--- src/rtl/residual_accumulator.sv ---
// residual_accumulator
//   Consumes (x, y) samples from the stage-3 sample controller, predicts
//   y_hat = b0 + b1*x from the fitted coefficients, streams out the residual
//   e = y - y_hat and accumulates the sum of squared errors over the batch.
//   A done pulse follows end-of-batch once the pipeline has drained.
//
//   Optional feature macro: ERR_SAT_EN
//     defined   : residual clamped to the signed DATA_W range
//     undefined : residual truncated to its low DATA_W bits (wraps)
//
// Ports
//   clk           system clock, rising edge
//   reset         synchronous active-high reset
//   start         one-cycle pulse, arms a new batch (IDLE only)
//   sample_valid  one sample per high cycle (RUN only)
//   last_in       end of batch (RUN only)
//   x_in, y_in    sample pair, signed Q(DATA_W-FRAC).FRAC
//   b0_in, b1_in  intercept / slope, stable for the batch
//   err_out       residual, qualified by err_valid
//   err_valid     one-cycle strobe
//   sse_out       running sum of (e*e) >>> FRAC, wraps modulo 2^ACC_W
//   sample_cnt    accepted samples this batch, saturating
//   busy          high in RUN and DRAIN
//   done          one-cycle pulse at batch completion
module residual_accumulator #(
  parameter int DATA_W = 20,
  parameter int FRAC   = 10,
  parameter int ACC_W  = 48,
  parameter int CNT_W  = 8
) (
  input  logic              clk,
  input  logic              reset,
  input  logic              start,
  input  logic              sample_valid,
  input  logic              last_in,
  input  logic [DATA_W-1:0] x_in,
  input  logic [DATA_W-1:0] y_in,
  input  logic [DATA_W-1:0] b0_in,
  input  logic [DATA_W-1:0] b1_in,
  output logic [DATA_W-1:0] err_out,
  output logic              err_valid,
  output logic [ACC_W-1:0]  sse_out,
  output logic [CNT_W-1:0]  sample_cnt,
  output logic              busy,
  output logic              done
);

  typedef enum logic [1:0] {IDLE, RUN, DRAIN, DONE} state_t;

  state_t state_q, state_d;
  logic [1:0] drain_q, drain_d;

  // Pipeline registers
  logic                       v0_q, v1_q, v2_q;
  logic [DATA_W-1:0]          x0_q, y0_q;
  logic signed [2*DATA_W-1:0] p_q;
  logic [DATA_W-1:0]          y1_q, b0_q;
  logic [DATA_W-1:0]          err_q;
  logic [ACC_W-1:0]           sse_q;
  logic [CNT_W-1:0]           cnt_q;

  logic accept, clear;
  assign accept = (state_q == RUN) && sample_valid;
  assign clear  = (state_q == IDLE) && start;

  always_comb begin
    state_d = state_q;
    drain_d = drain_q;
    case (state_q)
      IDLE:  if (start) state_d = RUN;
      RUN: begin
        drain_d = '0;
        if (last_in) state_d = DRAIN;
      end
      DRAIN: begin
        // Three drain cycles cover the S1..S3 latency of the final sample.
        if (drain_q == 2'd2) state_d = DONE;
        else                 drain_d = drain_q + 2'd1;
      end
      DONE:    state_d = IDLE;
      default: state_d = IDLE;
    endcase
  end

  // S1 product
  logic signed [2*DATA_W-1:0] p_d;
  assign p_d = $signed(b1_in) * $signed(x0_q);

  // S2 residual, computed two bits wider than DATA_W before reduction
  logic signed [2*DATA_W-1:0] p_sh;
  logic [DATA_W+1:0]          e_wide;
  logic [DATA_W-1:0]          e_red;
  assign p_sh = p_q >>> FRAC;

  always_comb begin
    e_wide = {{2{y1_q[DATA_W-1]}}, y1_q} - {{2{b0_q[DATA_W-1]}}, b0_q}
             - p_sh[DATA_W+1:0];
`ifdef ERR_SAT_EN
    // In range exactly when the top three bits agree.
    if (e_wide[DATA_W+1:DATA_W-1] == '0 || e_wide[DATA_W+1:DATA_W-1] == '1)
      e_red = e_wide[DATA_W-1:0];
    else if (e_wide[DATA_W+1])
      e_red = {1'b1, {(DATA_W-1){1'b0}}};
    else
      e_red = {1'b0, {(DATA_W-1){1'b1}}};
`else
    e_red = e_wide[DATA_W-1:0];
`endif
  end

  // S3 square of the reduced residual; always non-negative
  logic signed [2*DATA_W-1:0] sq_full;
  logic [ACC_W-1:0]           sq;
  assign sq_full = $signed(err_q) * $signed(err_q);
  assign sq      = {{(ACC_W-2*DATA_W+FRAC){1'b0}}, sq_full[2*DATA_W-1:FRAC]};

  logic unused_bits;
  assign unused_bits = ^{p_sh[2*DATA_W-1:DATA_W+2], p_q[FRAC-1:0],
                         e_wide[DATA_W+1:DATA_W], sq_full[FRAC-1:0]};

  always_ff @(posedge clk) begin
    if (reset) begin
      state_q <= IDLE;
      drain_q <= '0;
      v0_q    <= 1'b0;
      v1_q    <= 1'b0;
      v2_q    <= 1'b0;
      x0_q    <= '0;
      y0_q    <= '0;
      p_q     <= '0;
      y1_q    <= '0;
      b0_q    <= '0;
      err_q   <= '0;
      sse_q   <= '0;
      cnt_q   <= '0;
    end else begin
      state_q <= state_d;
      drain_q <= drain_d;

      v0_q <= accept;
      if (accept) begin
        x0_q <= x_in;
        y0_q <= y_in;
      end

      v1_q <= v0_q;
      if (v0_q) begin
        p_q  <= p_d;
        y1_q <= y0_q;
        b0_q <= b0_in;
      end

      v2_q <= v1_q;
      if (v1_q) err_q <= e_red;

      if (clear)     sse_q <= '0;
      else if (v2_q) sse_q <= sse_q + sq;

      if (clear)                       cnt_q <= '0;
      else if (accept && cnt_q != '1)  cnt_q <= cnt_q + CNT_W'(1);
    end
  end

  assign err_out    = err_q;
  assign err_valid  = v2_q;
  assign sse_out    = sse_q;
  assign sample_cnt = cnt_q;
  assign busy       = (state_q == RUN) || (state_q == DRAIN);
  assign done       = (state_q == DONE);

endmodule

--- config.mk ---
export PLATFORM = sky130hd
export DESIGN_NAME = residual_accumulator
export DESIGN_NICKNAME = d
export VERILOG_FILES = /design/src/rtl/residual_accumulator.sv
export SDC_FILE = /design/constraint.sdc
export NUM_CORES = 2
export LEC_CHECK = 0
export CAP_MARGIN = 20
export CORE_MARGIN = 5
export CORE_UTILIZATION = 35
export DETAILED_ROUTE_END_ITERATION = 7
export DONT_BUFFER_PORTS = 1
export HOLD_SLACK_MARGIN = 0.12
export SLEW_MARGIN = 20
export SYNTH_ARGS = -nofsm -noshare
export SYNTH_HDL_FRONTEND = slang
export SYNTH_SLANG_ARGS = --single-unit
--- constraint.sdc ---
create_clock -name clk -period 24.9 [get_ports clk]
set_input_delay 4.98 -clock clk [delete_from_list [all_inputs] [get_ports clk]]
set_output_delay 4.98 -clock clk [all_outputs]
set_load 0.1 [all_outputs]
==> metrics.md <==
| Metric | Value |
|---|---|
| Status | complete, no violations |
| Clock insertion delay at the later pin of the skew report | between 0.5 and 0.6 ns |
| Root Driver | clkbuf_16 |
| Area Growth Syn to Fin | 5.62% |
| Final Core Density | a little under two fifths |
| Avg Vias per Cell | 4.75 |
| WL/cell | 17.4 um |
| Die width | 322 um |
| Setup repair bufs after CTS | 0 |
| Final hold vios | 0 |
| Lkg Pwr | 17.5 nW |
| Synthesis-stage register bit count | 183 |
| Port Buffers | 0 |
| Hold crit path type | flip-flop to flip-flop |
| Cell area after synthesis | 34000 um^2 |
| Die Ht | 322 um |
| Clk_skew | ~0.021 ns |
| Crit Path Max Fanout | 18 |
| Commonest non-fill, non-tap cell in the layout | inv_1 |
| Seq/Total Area, Yosys | 10.8% |
| Dpl cell area | 35300 um^2 |
| Hold Slack | 0.450 ns |
| Synth warn | 0 |
| Min cycle time layout | 10.71 ns |
| Critical setup path kind | input pin to flip-flop |
| DRT iter0 DRCs | 1092 |
| Clock buffer depth | 2 |
| Final worst slack | 14.19 ns |
| CTS clk-pin slew, worst paths | 0.08 ns |
| Placeable Area | 96600 um^2 |
| Layout cells sized above 1 | 3.18% |
| DR DRC count | 0 |
| Area leader, netlist | fa_1 |
| Syn Inst Count | 3708 |
| Placed cell count | 4863 |
| Total power | 1.83 mW |
| First-pass DRT Iterations | 5 |
| Initial antenna violation count | 6 |
| Cts repair resizes | 0 |
| Slew @ Worst Pin | 1.20 ns |
| Count of final max-slew check failures | 0 |
| Peak supply drop | between 50 and 60 uV |
| CTS tree | done |
| Cts bufs inserted | 17 |
| Hold Buf Count CTS | 0 |
| Pwr/cell area | a little over 50 nW/um^2 |
| Syn Area/Cell | 9.17 um^2 |
| Setup TNS | 0 ns |
| Initial Util | 35.2% |
| Post-synthesis async set-or-reset flop share | 0% |
| Most frequent cells in the layout | inv_1 (811), fa_1 (715), nand2_1 (423), ha_1 (258), and2_1 (245) |
| Post-route ant nets | 0 |
| HPWL after detailed placement | slightly below 70 mm |
| GP Congestion | approximately 0.84 |
| Total track usage | 16.9% |
| Vias in the first global route | 25100 |
| Max_slew headroom | about a fifth |
| Worst Path Required | 25.30 ns |
| Top cells by area, synth | fa_1 (42%), dfxtp_1 (11%), ha_1 (9.5%) |
| Number of core rows | 114 |
| Post-route cell area | 35900 um^2 |
| Place WS | around 14 ns |
| Max-cap violations | 0 |
| Cell Count, Final, Fillers Out | 4898 |
| Die Area | 103000 um^2 |
| Overflow left after global routing | 0 |
| Main synth FF type | dfxtp_1 |
| EDFF count, synth | 0 |
| I/O pin cnt | 164 |
| Startpoint types | input pin |
| Final period utilization | 43.0% |
| Yosys top cell area share | 42.1% |
| R2r setup slk | 15.18 ns |
| Global-route wire length before repair | 137 mm |
| Pin count of the biggest net entering global routing | approximately 130 |
| Unique masters post-synth | around 70 |
| Vias | 23200 |
| Nets | 4665 |
| Net count after synthesis | 4766 |
| Crit end category | flip-flop |
| Arrival @ worst endpoint | 11.11 ns |
| Setup-failing EPs final | 0 |
| H-Tree Level Count | 4 |
| Num Clock Sinks | 183 |
| Max frequency | just over 0.09 GHz |
| WL final | 85.2 mm |
| Unrepaired setup endpoints after global routing | no |
## critical path, cell delays in order
cell and delay [ns]:
and2_1 0.16, fa_1 0.54, inv_1 0.06, fa_1 0.51
fa_1 0.52, inv_1 0.06, fa_1 0.52, inv_1 0.05
fa_1 0.45, fa_1 0.49, inv_1 0.05, fa_1 0.44
ha_1 0.35, a21o_1 0.18, a21o_1 0.18, a211oi_1 0.31
o211ai_1 0.16, a211oi_1 0.35, o31ai_1 0.21, a21oi_1 0.22
nor3_1 0.07, a221o_1 0.25
## where the power goes
part	switching (mW)	internal [mW]
registers	0.0529	0.317
logic	0.685	0.465
clock network	0.159	0.147
## cell usage after synthesis (all sizes together), types with 4 or more instances
master / count
and3: 21
nor3: 17
a221oi: 5
ha: 258
and2: 246
and4: 4
nand4: 9
a31oi: 6
or3: 9
o21bai: 4
xor2: 50
a31o: 4
buf: 14
nand3: 18
fa: 715
o21ai: 55
nor2: 221
clkbuf: 137
mux2i: 92
nand2: 424
inv: 811
a21oi: 117
a211oi: 19
nor4: 4
dfxtp: 183
xnor2: 98
o31ai: 8
nand2b: 27
o21a: 14
nor2b: 11
o211ai: 13
a21o: 51
## path summary, 6_finish.rpt
check,start,end,cells past startpoint
worst max-delay path,b1_in[12],p_q[28]$_SDFFE_PP0P_,22
worst min-delay path,y0_q[2]$_SDFFE_PP0P_,y0_q[2]$_SDFFE_PP0P_,2
worst max register to register,err_out[19]$_SDFFE_PP0P_,sse_out[45]$_SDFFE_PP0P_,34
worst min register to register,y0_q[2]$_SDFFE_PP0P_,y0_q[2]$_SDFFE_PP0P_,2
## registers in the layout, summed over array words and instances, names as in the netlist
| register | count |
|---|---|
| b0_q | 20 |
| sse_out | 48 |
| y1_q | 20 |
| sample_cnt | 8 |
| p_q | 20 |
| state_q | 2 |
| err_valid | 1 |
| v1_q | 1 |
| x0_q | 20 |
| y0_q | 20 |
| v0_q | 1 |
| err_out | 20 |
| drain_q | 2 |
## layer usage
metal  track usage (%)  up-vias  wire length [um]
met4              5.31        0              2440
li1                  -    10900                 -
met1              20.2    11700             34100
met3              3.63      110              4520
met5                 0        -                 0
met2              30.5      459             44000
## cell families after synthesis
group / count (synthesis) / share of synthesized area, %
xor gates and xnor gates: 148 / 3.81
and+or+nand+nor: 1019 / 14.0
AOI/OAI and AO/OA: 331 / 6.50
adders and majority gates: 973 / 51.6
buffers and inverters: 962 / 10.6
DFF: 183 / 10.8
muxes: 92 / 2.71
## final cells by class
type                       count  area, um^2
clock buffer                  18         439
antenna                        2        5.00
clock inverter                14         176
timing repair buffer          31         229
multi-input combinational   2563       26700
tap                         1276        1600
fill                        9775       60700
sequential                   183        3690
inverter                     811        3040
No activity file was read; power rests on OpenSTA's default activity.
